--- src/rtl/fifo_uart_tx_pkg.sv ---
// Shared constants and state encoding for the FIFO-to-UART drain stage.
package fifo_uart_tx_pkg;
  localparam int DATA_W         = 16;
  localparam int BYTES_PER_WORD = 2;
  localparam int FRAME_BITS     = 10;

  typedef enum logic [2:0] {
    S_IDLE  = 3'd0,
    S_WAIT  = 3'd1,
    S_START = 3'd2,
    S_DATA  = 3'd3,
    S_STOP  = 3'd4
  } state_t;
endpackage

--- src/rtl/fifo_uart_tx_baud.sv ---
// Bit-period timer: one-cycle tick every CLKS_PER_BIT cycles, held at zero while restart is high.
module uart_baud_tick #(
  parameter int CLKS_PER_BIT = 16
) (
  input  logic clk,
  input  logic rst_n,
  input  logic restart,
  output logic tick
);
  localparam int CNT_W = (CLKS_PER_BIT > 1) ? $clog2(CLKS_PER_BIT) : 1;
  localparam logic [CNT_W-1:0] LAST = CNT_W'(CLKS_PER_BIT - 1);

  logic [CNT_W-1:0] cnt;

  assign tick = (cnt == LAST);

  always_ff @(posedge clk or negedge rst_n) begin
    if (!rst_n) begin
      cnt <= '0;
    end else if (restart || tick) begin
      cnt <= '0;
    end else begin
      cnt <= cnt + CNT_W'(1);
    end
  end
endmodule

--- src/rtl/fifo_uart_tx.sv ---
// Pulls 16-bit words from the fifo read port and sends each as two 8N1 frames, low byte first.
module fifo_uart_tx #(
  parameter int CLKS_PER_BIT = 16,
  parameter int DATA_W       = 16
) (
  input  logic              CLK,
  input  logic              RST,
  input  logic              EN,
  input  logic              EMPTY,
  input  logic              VALID,
  input  logic              UNDER,
  input  logic [DATA_W-1:0] DIN,
  output logic              RD,
  output logic              TXD,
  output logic              BUSY,
  output logic              ERR
);
  import fifo_uart_tx_pkg::*;

  state_t            state;
  logic [DATA_W-1:0] shreg;
  logic [2:0]        bit_idx;
  logic              byte_sel;
  logic              tick;
  logic              restart;

  // Counter sits at zero through IDLE/WAIT; elsewhere every transition lands on a tick, so it wraps to 0.
  assign restart = (state == S_IDLE) || (state == S_WAIT);

  uart_baud_tick #(
    .CLKS_PER_BIT(CLKS_PER_BIT)
  ) u_baud (
    .clk    (CLK),
    .rst_n  (RST),
    .restart(restart),
    .tick   (tick)
  );

  // Read strobe is issued in the IDLE cycle itself so DOUT arrives in WAIT.
  assign RD   = RST && (state == S_IDLE) && EN && !EMPTY;
  assign BUSY = RD || (state != S_IDLE);

  always_ff @(posedge CLK or negedge RST) begin
    if (!RST) begin
      state    <= S_IDLE;
      TXD      <= 1'b1;
      ERR      <= 1'b0;
      shreg    <= '0;
      bit_idx  <= '0;
      byte_sel <= 1'b0;
    end else begin
      case (state)
        S_IDLE: begin
          if (RD) state <= S_WAIT;
        end
        S_WAIT: begin
          if (VALID && !UNDER) begin
            shreg    <= DIN;
            byte_sel <= 1'b0;
            TXD      <= 1'b0;
            state    <= S_START;
          end else begin
            ERR   <= 1'b1;
            state <= S_IDLE;
          end
        end
        S_START: begin
          if (tick) begin
            TXD     <= shreg[0];
            bit_idx <= '0;
            state   <= S_DATA;
          end
        end
        S_DATA: begin
          // Eight shifts per byte leave the high byte in the low lane for the second frame.
          if (tick) begin
            shreg <= shreg >> 1;
            if (bit_idx == 3'd7) begin
              TXD   <= 1'b1;
              state <= S_STOP;
            end else begin
              TXD     <= shreg[1];
              bit_idx <= bit_idx + 3'd1;
            end
          end
        end
        S_STOP: begin
          if (tick) begin
            if (!byte_sel) begin
              byte_sel <= 1'b1;
              TXD      <= 1'b0;
              state    <= S_START;
            end else begin
              state <= S_IDLE;
            end
          end
        end
        default: state <= S_IDLE;
      endcase
    end
  end
endmodule

--- config.mk ---
export PLATFORM = sky130hd
export DESIGN_NAME = fifo_uart_tx
export DESIGN_NICKNAME = d
export VERILOG_FILES = /design/src/rtl/fifo_uart_tx_pkg.sv /design/src/rtl/fifo_uart_tx_baud.sv /design/src/rtl/fifo_uart_tx.sv
export SDC_FILE = /design/constraint.sdc
export NUM_CORES = 1
export LEC_CHECK = 0
export ABC_AREA = 1
export BUFFER_PORTS_ARGS = -buffer_cell sky130_fd_sc_hd__clkbuf_2
export CAP_MARGIN = 20
export CORE_ASPECT_RATIO = 0.75
export CORE_MARGIN = 5
export CORE_UTILIZATION = 52
export CTS_BUF_LIST = sky130_fd_sc_hd__clkbuf_4
export DETAILED_ROUTE_END_ITERATION = 6
export HOLD_SLACK_MARGIN = 0.06
export PLACE_DENSITY = 0.77
export SKIP_CTS_REPAIR_TIMING = 1
export SYNTH_ARGS = -nofsm -noshare
export SYNTH_HDL_FRONTEND = slang
export SYNTH_SLANG_ARGS = --single-unit
--- constraint.sdc ---
create_clock -name CLK -period 1.55 [get_ports CLK]
set_clock_uncertainty 0.15 [all_clocks]
set_input_delay 0.0775 -clock CLK [delete_from_list [all_inputs] [get_ports CLK]]
set_output_delay 0.0775 -clock CLK [all_outputs]
set_load 0.02 [all_outputs]
* Word level (Yosys, flattened, before mapping)
Index checks and enable logic that the tools add are counted.
** Storage, ports and cells
- Output and inout bits :: 4
- Bits in registers :: 29
- Input bits :: 22
- Logic and storage cells :: 70
** Cells by class
- Add/subtract/negate cells :: 2
- Equal/unequal tests :: 14
- Muxes and demuxes :: 25
- Reduce and logical (&&, ||, !) cells :: 21
- Bitwise gates (word level) :: 1
** Operators by type and width (count)
- 16-bit 2-to-1 mux :: 2
- 16-bit one-hot mux with 2 select lines :: 1
- 3-bit 2-to-1 mux :: 8
- 3-bit one-hot mux with 5 select lines :: 1
- 2-bit by 1-bit != test with 1-bit output (second input constant) :: 4
- 2-bit != test (second input constant) :: 4
- 1-bit 2-to-1 mux :: 7
- 3-bit by 2-bit equality test with 1-bit output (second input constant) :: 2
- 3-bit equality test (second input constant) :: 2
- 3-bit one-hot mux with 2 select lines :: 1
- 3-bit AND reduction :: 2
- 6-bit AND reduction :: 1
- 2-bit nonzero test :: 3
- 5-bit AND reduction :: 1
- 4-bit by 1-bit adder with 4-bit output (second input constant) :: 1
- 4-bit equality test (second input constant) :: 1
- 1-bit logical AND :: 4
- 2-bit 2-to-1 mux :: 2
- 4-bit 2-to-1 mux :: 1
- 1-bit one-hot mux with 4 select lines :: 1
- 4-bit AND reduction :: 1
- 4-bit nonzero test :: 1
- 3-bit by 1-bit adder with 3-bit output (second input constant) :: 1
- 3-bit by 1-bit equality test with 1-bit output (second input constant) :: 1
- other kinds (7) :: 10

* Logic depth before layout (Yosys ltp)
Gate-level depths: netlist of run 1.
- Depth in word-level cells :: 6
- Mapped depth :: 9
- Mapped depth without buffers :: 9

* Modules after synthesis
From an unflattened synthesis of run 1, not the netlist that was laid out.
** Unflattened totals
- Cell total of the unflattened synthesis :: 209
- Area total of the unflattened synthesis :: 1666.6 um^2
** Modules (own cells, without submodules)
- fifo_uart_tx :: area each 1473.9 um^2, cells each 190, times used 1, sequential area each 626.9 um^2
- uart_baud_tick :: area each 192.7 um^2, cells each 19, times used 1, sequential area each 100.1 um^2

* Least setup slack after synthesis of run 1
Ideal clock, no wire load.
- Path type :: reg-to-reg
- From :: reg u_baud.cnt[0]
- To :: reg shreg[11]
- Path buffers :: 1
- Data required time :: 1.279 ns
- Period minus slack after synthesis :: 1.455 ns
- Arrival time :: 1.184 ns
- Stages on the path, launching flop included :: 8
- Library setup time :: 0.121 ns
- Path slack :: 0.095 ns
- Cell sequence :: dfrtp_1 ha_1 nand3_1 nand2_2 nand4_4 buf_6 nand2_1 o21ai_2
** Between the ends
- Word-level cells in the longest chain between the ends :: 3
** Ends and longest elaborated chain
- start, declared :: RTL line fifo_uart_tx_baud.sv:13 : logic [CNT_W-1:0] cnt;
- start signal, assigned :: RTL line fifo_uart_tx_baud.sv:23 : cnt <= cnt + CNT_W'(1);
- 4-bit equality test :: RTL line fifo_uart_tx_baud.sv:15 : assign tick = (cnt == LAST);
- 2-bit by 1-bit != test with 1-bit output (no line)
- 3-bit AND reduction (no line)
- end signal, assigned :: RTL line fifo_uart_tx.sv:77 : shreg <= shreg >> 1;
- end, declared :: RTL line fifo_uart_tx.sv:21 : logic [DATA_W-1:0] shreg;
No other way between the ends.
A chain may end at the register's enable or synchronous reset.

* Final worst setup path of run 1
- From :: reg state[1]
- To :: reg state[0]
** Between the ends
- Word-level cells in the longest chain between the ends :: 6
- Elaborated cells between the ends (all ways) :: 15
- Classes of those cells :: eq/ne: 9; mux: 1; reduce/logical: 5
** Ends and longest elaborated chain
- start, declared :: RTL line fifo_uart_tx.sv:20 : state_t state;
- start signal, assigned :: RTL line fifo_uart_tx.sv:45 : state <= S_IDLE;
- start signal, assigned :: RTL line fifo_uart_tx.sv:54 : if (RD) state <= S_WAIT;
- start signal, assigned :: RTL line fifo_uart_tx.sv:61 : state <= S_START;
- 3-bit logical NOT :: RTL line fifo_uart_tx.sv:40, fifo_uart_tx.sv:52
- 1-bit logical AND (3 in a row) :: RTL line fifo_uart_tx.sv:40 : assign RD = RST && (state == S_IDLE) && EN && !EMPTY;
- 2-bit != test (no line)
- 5-bit AND reduction (no line)
Parallel ways exist; a longest one is shown, timed or not.

==> metrics.yaml, run 1 <==
critical_path:
  end_kind: "register"
  critical-path-top-delay-family: "simple AND/OR/NAND/NOR gates"
  r2r_cells: 10
  critPathSlowestCell: "dfrtp_2"
  crit_top_cell: "nand2_1"
  cp.arrival_ns: 1.67
  cpPeakStageDelay_ns: 0.47
  crit_cells: 10
  required_ns: 1.62
  cp-start-kind: "register"
  critPathKind: "register to register"
  timing.critical_path.buf_inv: 3
  critical_path.cell_chain: "buf_4 -> nand2_2 -> nor2_4 -> buf_4 -> nand2_1 -> nand2_1 -> inv_2 -> nand2_1 -> nand2_1 -> nand2_1"
  cp_max_fo: 7
sta:
  fin_crit_ns: 1.60
  hold_viol_final: 0
  slew_viol_final: 0
  rsz0062_at_grt: "yes"
  setup_slack_ns: -0.0489
  finalSetupTns_ns: -0.0489
  period_share_pct: 103
  tightest_slew_ns: 0.368
  finalSetupViolCount: 1
  hold_slack_ns: 0.128
  max_slew_margin_pct: 75.5
  fmax_mhz: 625
synth:
  synth_fa_ha_area_share_pct: 2.35
  synth_top_area_share_pct: 43.8
  yosysSeqAreaShare_pct: 45.4
  synthTopCellsByCount: "nand2_1, inv_1, dfrtp_1"
  synth_nets: 228
  yosys.area_share.simple_pct: 26.3
  synth_xor_area_share_pct: 0.547
  ys_warn_count: 0
  ys_ff_latch: 29
  synth-edff-count: 0
  synth.area.top_cells: "dfrtp_1, nand2_1, inv_1"
  syn_area_um2: 1600
  synth_top_family_by_area: "simple AND/OR/NAND/NOR gates"
  synthMuxAreaShare_pct: 0
  synth_top_flop_cell: "dfrtp_1"
  syn_avg_cell_area_um2: 7.88
  synthCells: 203
  synth-compound-area-share_pct: 13.6
  synth.distinct_cells: 25
  async_flop_share_pct: 100
  synth_top_area_cell: "dfrtp_1"
  synth.most_common_cell: "nand2_1"
place:
  place.gp.congestion: 0.868
  dpl_cell_area_um2: 1790
  io_buffers: 25
  place_hpwl_mm: 2.06
  place_inst: 267
floorplanning:
  ios: 26
  core_area_um2: 2960
  die_h_um: 58.0
  die_area_um2: 4300
  start_util_pct: 54.1
  die_w_um: 74.1
  num_rows: 17
drt:
  drc: 0
  ant_nets: 0
  avgViaCountPerCell: 4.86
  routedWlPerCell_um: 12.6
  vias: 1467
  drt_iter0_drc: 108
  firstDrtPassIters: 4
  routed_wl_mm: 3.79
worst_hold_path:
  hold_class: "input port to register"
  holdPathStages: 7
cts:
  clk_pin_slew_ns: 0.09
  cts_tree: "yes"
  ctsLongestPathBuffers: 2
  cts_made_buffers: 5
  cts-htree-levels: 2
  clock_latency_ns: 0.33
  cts_sinks: 29
  cts_root_buffer: "clkbuf_4"
layout:
  antennaDiodeCount: 0
  drive_above_1_share_pct: 29.5
  design_area_um2: 2180
  areaGrowthSynthToFinish_pct: 36.0
  stdcell_count: 302
  nNetsFinal: 288
power_and_ir_drop:
  p_per_area_nw_per_um2: 1640
  p_leak_nw: 1.14
  ir_drop_v: 0.000825
global_route:
  grt-ovfl-total: 0
  grt_use_total_pct: 14.9
  grt_max_degree: 33
  grt_pass1_vias: 1114
  antenna_found_initial: 0
  grt_pass1_wl_mm: 4.90
flow_run:
  drv_cap: 0
status:
  status: "finished, violations left"
  violations: "setup timing"
## cell usage in the layout, fill, tap and decap left out, types with 5 or more instances in the layout
master          n
nor2_1          8
buf_4          13
dfrtp_1        25
o21ai_2         6
dlygate4sd3_1  19
clkbuf_2       23
nand2_1        58
nand3_1        11
o21ai_0        11
clkbuf_4        5
inv_1          28
o21ai_1        18
## tightest hold or removal path, stage by stage
cell      delay, ns
clkbuf_2       0.07
nor2_1         0.05
nor2_2         0.09
buf_4          0.11
nor2_2         0.06
nand3_1        0.06
nand2_1        0.04
## worst paths after layout
check	start	to	slack (ns)
max	state[1]	state[0]	-0.05
min	EMPTY	state[2]	0.13
max reg2reg	state[1]	state[0]	-0.05
min reg2reg	TXD	TXD	0.32
max in group asynchronous	RST	TXD	0.78
min in group asynchronous	RST	u_baud.cnt[2]	0.16
## per-stage QoR
stage	util (%)	worst slack (ns)	total power (W)
after floorplan	-	0.0955	0.00248
after global placement	60.5	0.0309	0.00276
after detailed placement	60.5	-0.00703	0.00279
after CTS	62.2	-0.252	0.00323
after global routing	73.6	-0.102	0.00387
final	73.6	-0.0489	0.00357
## power by group
part	total, W	internal, W	switching, W
Clock	0.000432	0.000164	0.000268
Sequential	0.00134	0.00109	0.000251
Combinational	0.00179	0.000794	0.00100
Total	0.00357	0.00205	0.00152
## state kept, by name, indices dropped and copies added (netlist names)
register	flops
shreg	16
TXD	1
state	3
ERR	1
bit_idx	3
byte_sel	1
u_baud.cnt	4
## cells by family after synthesis
group,after synthesis
simple gates,93
compound gates,38
fa+ha+maj,3
buf+inv,39
xor+xnor,1
flops,29
## layer usage
layer	vias to the layer above	track usage, %	routed length [µm]
met5	-	0	0
met4	0	6.98	76
met3	10	4.68	156
met2	32	20.1	1850
met1	667	21.6	1710
li1	758	-	-
## final cells by class
cell class | count | area [µm²]
clock inverters | 3 | 12.5
flip-flops and latches | 29 | 731
well taps | 38 | 47.5
multi-input cells | 135 | 744
repair buffers | 60 | 484
inverters | 32 | 120
clock buffers | 5 | 37.5
fillers | 221 | 779
(Power assumes the default switching activity.)
==> inputs of run 2 (changes only) <==
CORE_ASPECT_RATIO = not set   (was 0.75)
==> run 2 against run 1 <==
  * The flow still finishes with violations (setup timing)
  * Setup slack improved by 0.011 ns
  * Sequential cell count is the same
  * Global-route usage rose by 1.1 points
  * Largest cell class unchanged
  * Clock power grew 8.6%
  * Non-clock buffer count increased by 4
  * Total power grew 5.2%
  * Via count up 1.1%
  * Maximum frequency grew 0.70%
  * Utilization up 1.1 points
  * Cell area increased by 3.0%
  * Clock-buffer cell count increased by 1
  * Sequential power about the same
==> metrics.yaml, run 2 (synthesized netlist as in run 1, its figures left out) <==
status:
  violations: "setup timing"
  status: "finished, violations left"
place:
  place.gp.congestion: 0.846  # -2.5%
  dp_worst_setup_slack_ns: 0.0132  # +0.0202 ns
  io_buffers: 25  # unchanged
  place_inst: 265  # -0.75%
  place_hpwl_mm: 2.17  # +5.4%
  dpl_cell_area_um2: 1820  # +1.6%
worst_hold_path:
  hold_end: "state[0]"
  hold_class: "input port to register"
  holdPathStages: 7  # unchanged
  holdCritStartpoint: "EMPTY"
layout:
  drive_above_1_share_pct: 32.5  # +2.9 points
  nFillCells: 221  # unchanged
  design_area_um2: 2240  # +3.0%
  utilization_pct: 74.7  # +1.1 points
  largest_reg_flops: 16  # unchanged
  layout_commonest_cell: "nand2_1"
  areaGrowthSynthToFinish_pct: 40.2
  nNetsFinal: 292  # +1.4%
  largest_register: "shreg"
  antennaDiodeCount: 0  # unchanged
  final_cell_mix: "nand2_1, inv_1, dfrtp_1"
  top_regs: "shreg: 16 flops, u_baud.cnt: 4 flops"
  stdcell_count: 301  # -0.33%
drt:
  drt_iter0_drc: 46  # -57%
  routedWlPerCell_um: 11.7  # -7.1%
  drc: 0  # unchanged
  routed_wl_mm: 3.51  # -7.4%
  avgViaCountPerCell: 4.93  # +1.4%
  ant_nets: 0  # unchanged
  vias: 1483  # +1.1%
  firstDrtPassIters: 4  # unchanged
sta:
  tightest_slew_ns: 0.359  # -0.00888 ns
  rsz0062_at_grt: "yes"
  period_share_pct: 102  # -0.72 points
  finalSetupViolCount: 1  # unchanged
  fin_crit_ns: 1.59  # -0.0111 ns
  max_slew_margin_pct: 76.1  # +0.59 points
  slew_viol_final: 0  # unchanged
  setup_slack_ns: -0.0378  # +0.0111 ns
  hold_viol_final: 0  # unchanged
  hold_slack_ns: 0.128  # +0.000178 ns
  fmax_mhz: 630  # +0.70%
critical_path:
  critPathKind: "register to output pin"
  cp.arrival_ns: 1.36  # -0.31 ns
  r2r_cells: 6  # -4
  critical_path.cell_chain: "nor2_4 -> nand2_2 -> nor2_2 -> inv_1 -> buf_6"
  timing.critical_path.buf_inv: 2  # -1
  required_ns: 1.32  # -0.30 ns
  critPathSlowestCell: "dfrtp_2"
  r2r_slack_ns: 0.02  # +0.07 ns
  cp_max_fo: 5  # -2
  r2r-end: "shreg[1]"
  rr_startpoint: "state[2]"
  critical-path-top-delay-family: "flip-flops"
  cpPeakStageDelay_ns: 0.47  # about the same
  cp-start-kind: "register"
  end_kind: "output pin"
floorplanning:
  ios: 26  # unchanged
  die_area_um2: 4290  # -0.26%
  start_util_pct: 53.3  # -0.83 points
  core_area_um2: 3000  # +1.6%
  die_w_um: 65.5  # -12%
  die_h_um: 65.5  # +13%
  num_rows: 20  # +3
power_and_ir_drop:
  seqPwrFrac_pct: 35.6  # -2.0 points
  internal-power_w: 0.00221  # +8.0%
  clockPowerShare_pct: 12.5  # +0.4 points
  p_switching_w: 0.00154  # +1.5%
  combPwrFrac_pct: 51.9  # +1.6 points
  swShare_pct: 41.1  # -1.5 points
  p_per_area_nw_per_um2: 1670  # +2.1%
  p_leak_nw: 1.18  # +3.7%
  ir_drop_v: 0.000913  # +11%
global_route:
  grt_pass1_wl_mm: 5.27  # +7.6%
  grt_use_total_pct: 16.0  # +1.1 points
  grt_max_degree: 30  # -9.1%
  grt_pass1_vias: 1262  # +13%
  grt-ovfl-total: 0  # unchanged
  antenna_found_initial: 0  # unchanged
cts:
  clk_pin_slew_ns: 0.10  # about the same
  cts_sinks: 29  # unchanged
  cts_tree: "yes"
  clock_latency_ns: 0.33  # about the same
  cts_root_buffer: "clkbuf_4"
  cts_made_buffers: 5  # unchanged
  ctsLongestPathBuffers: 2  # unchanged
  cts-htree-levels: 2  # unchanged
flow_run:
  drv_cap: 0  # unchanged
[run 2: changes by cell type in the layout (fill, tap and decap cells not counted), moves of 2 or more]
| cell | change |
|---|---|
| buf_4 | +2 |
| clkinv_1 | -2 |
| nand2_1 | -4 |
| nand2_2 | +4 |
[run 2: how the worst max path moves through the flow]
stage	start	to	slack (ns)	cells past startpoint
finish	state[2]	BUSY	-0.04	5
global route	state[2]	BUSY	-0.13	5
CTS	state[1]	BUSY	-0.20	5
detailed placement	u_baud.cnt[1]	shreg[12]	0.01	7
global placement	bit_idx[0]	TXD	0.05	7
floorplan	u_baud.cnt[0]	shreg[11]	0.1	7
[run 2: per-stage QoR]
stage	setup TNS [ns]	power, W
2_1_floorplan	0	0.00248
3_3_place_gp	0	0.00284
3_5_place_dp	0	0.00288
4_1_cts	-0.452	0.00334
5_1_grt	-0.288	0.00409
6_report	-0.0378	0.00375
[run 2: layout make-up]
cell class,instances,area (µm²),share of cell area (%)
Multi-Input combinational cell,135,744,33.2
Sequential cell,29,729,32.5
Timing Repair Buffer,64,551,24.5
Inverter,32,123,5.47
Clock buffer,6,45.0,2.01
Tap cell,33,41.3,1.84
Clock inverter,2,10.0,0.446
[run 2: power groups by stage]
stage	combinational [W]	clock [W]	sequential [W]
2_1_floorplan	0.00122	0	0.00126
3_5_place_dp	0.00158	0	0.00130
5_1_grt	0.00220	0.000518	0.00137
6_report	0.00195	0.000469	0.00133
4_1_cts	0.00158	0.000470	0.00129
3_3_place_gp	0.00154	0	0.00130
[run 2: tightest hold or removal path: stages]
cell and delay, ns:
clkbuf_2 0.08, nor2_1 0.05, nor2_2 0.10, buf_4 0.12
nor2_2 0.05, nand3_1 0.06, nand2_1 0.05
[run 2: layer usage]
layer | vias up | part of all wire (%) | global-route usage [%]
met5 | - | 0 | 0
met4 | 0 | 1.1 | 4.66
met3 | 6 | 4.9 | 5.81
met2 | 33 | 50 | 25.5
met1 | 678 | 44 | 20.5
li1 | 766 | - | -
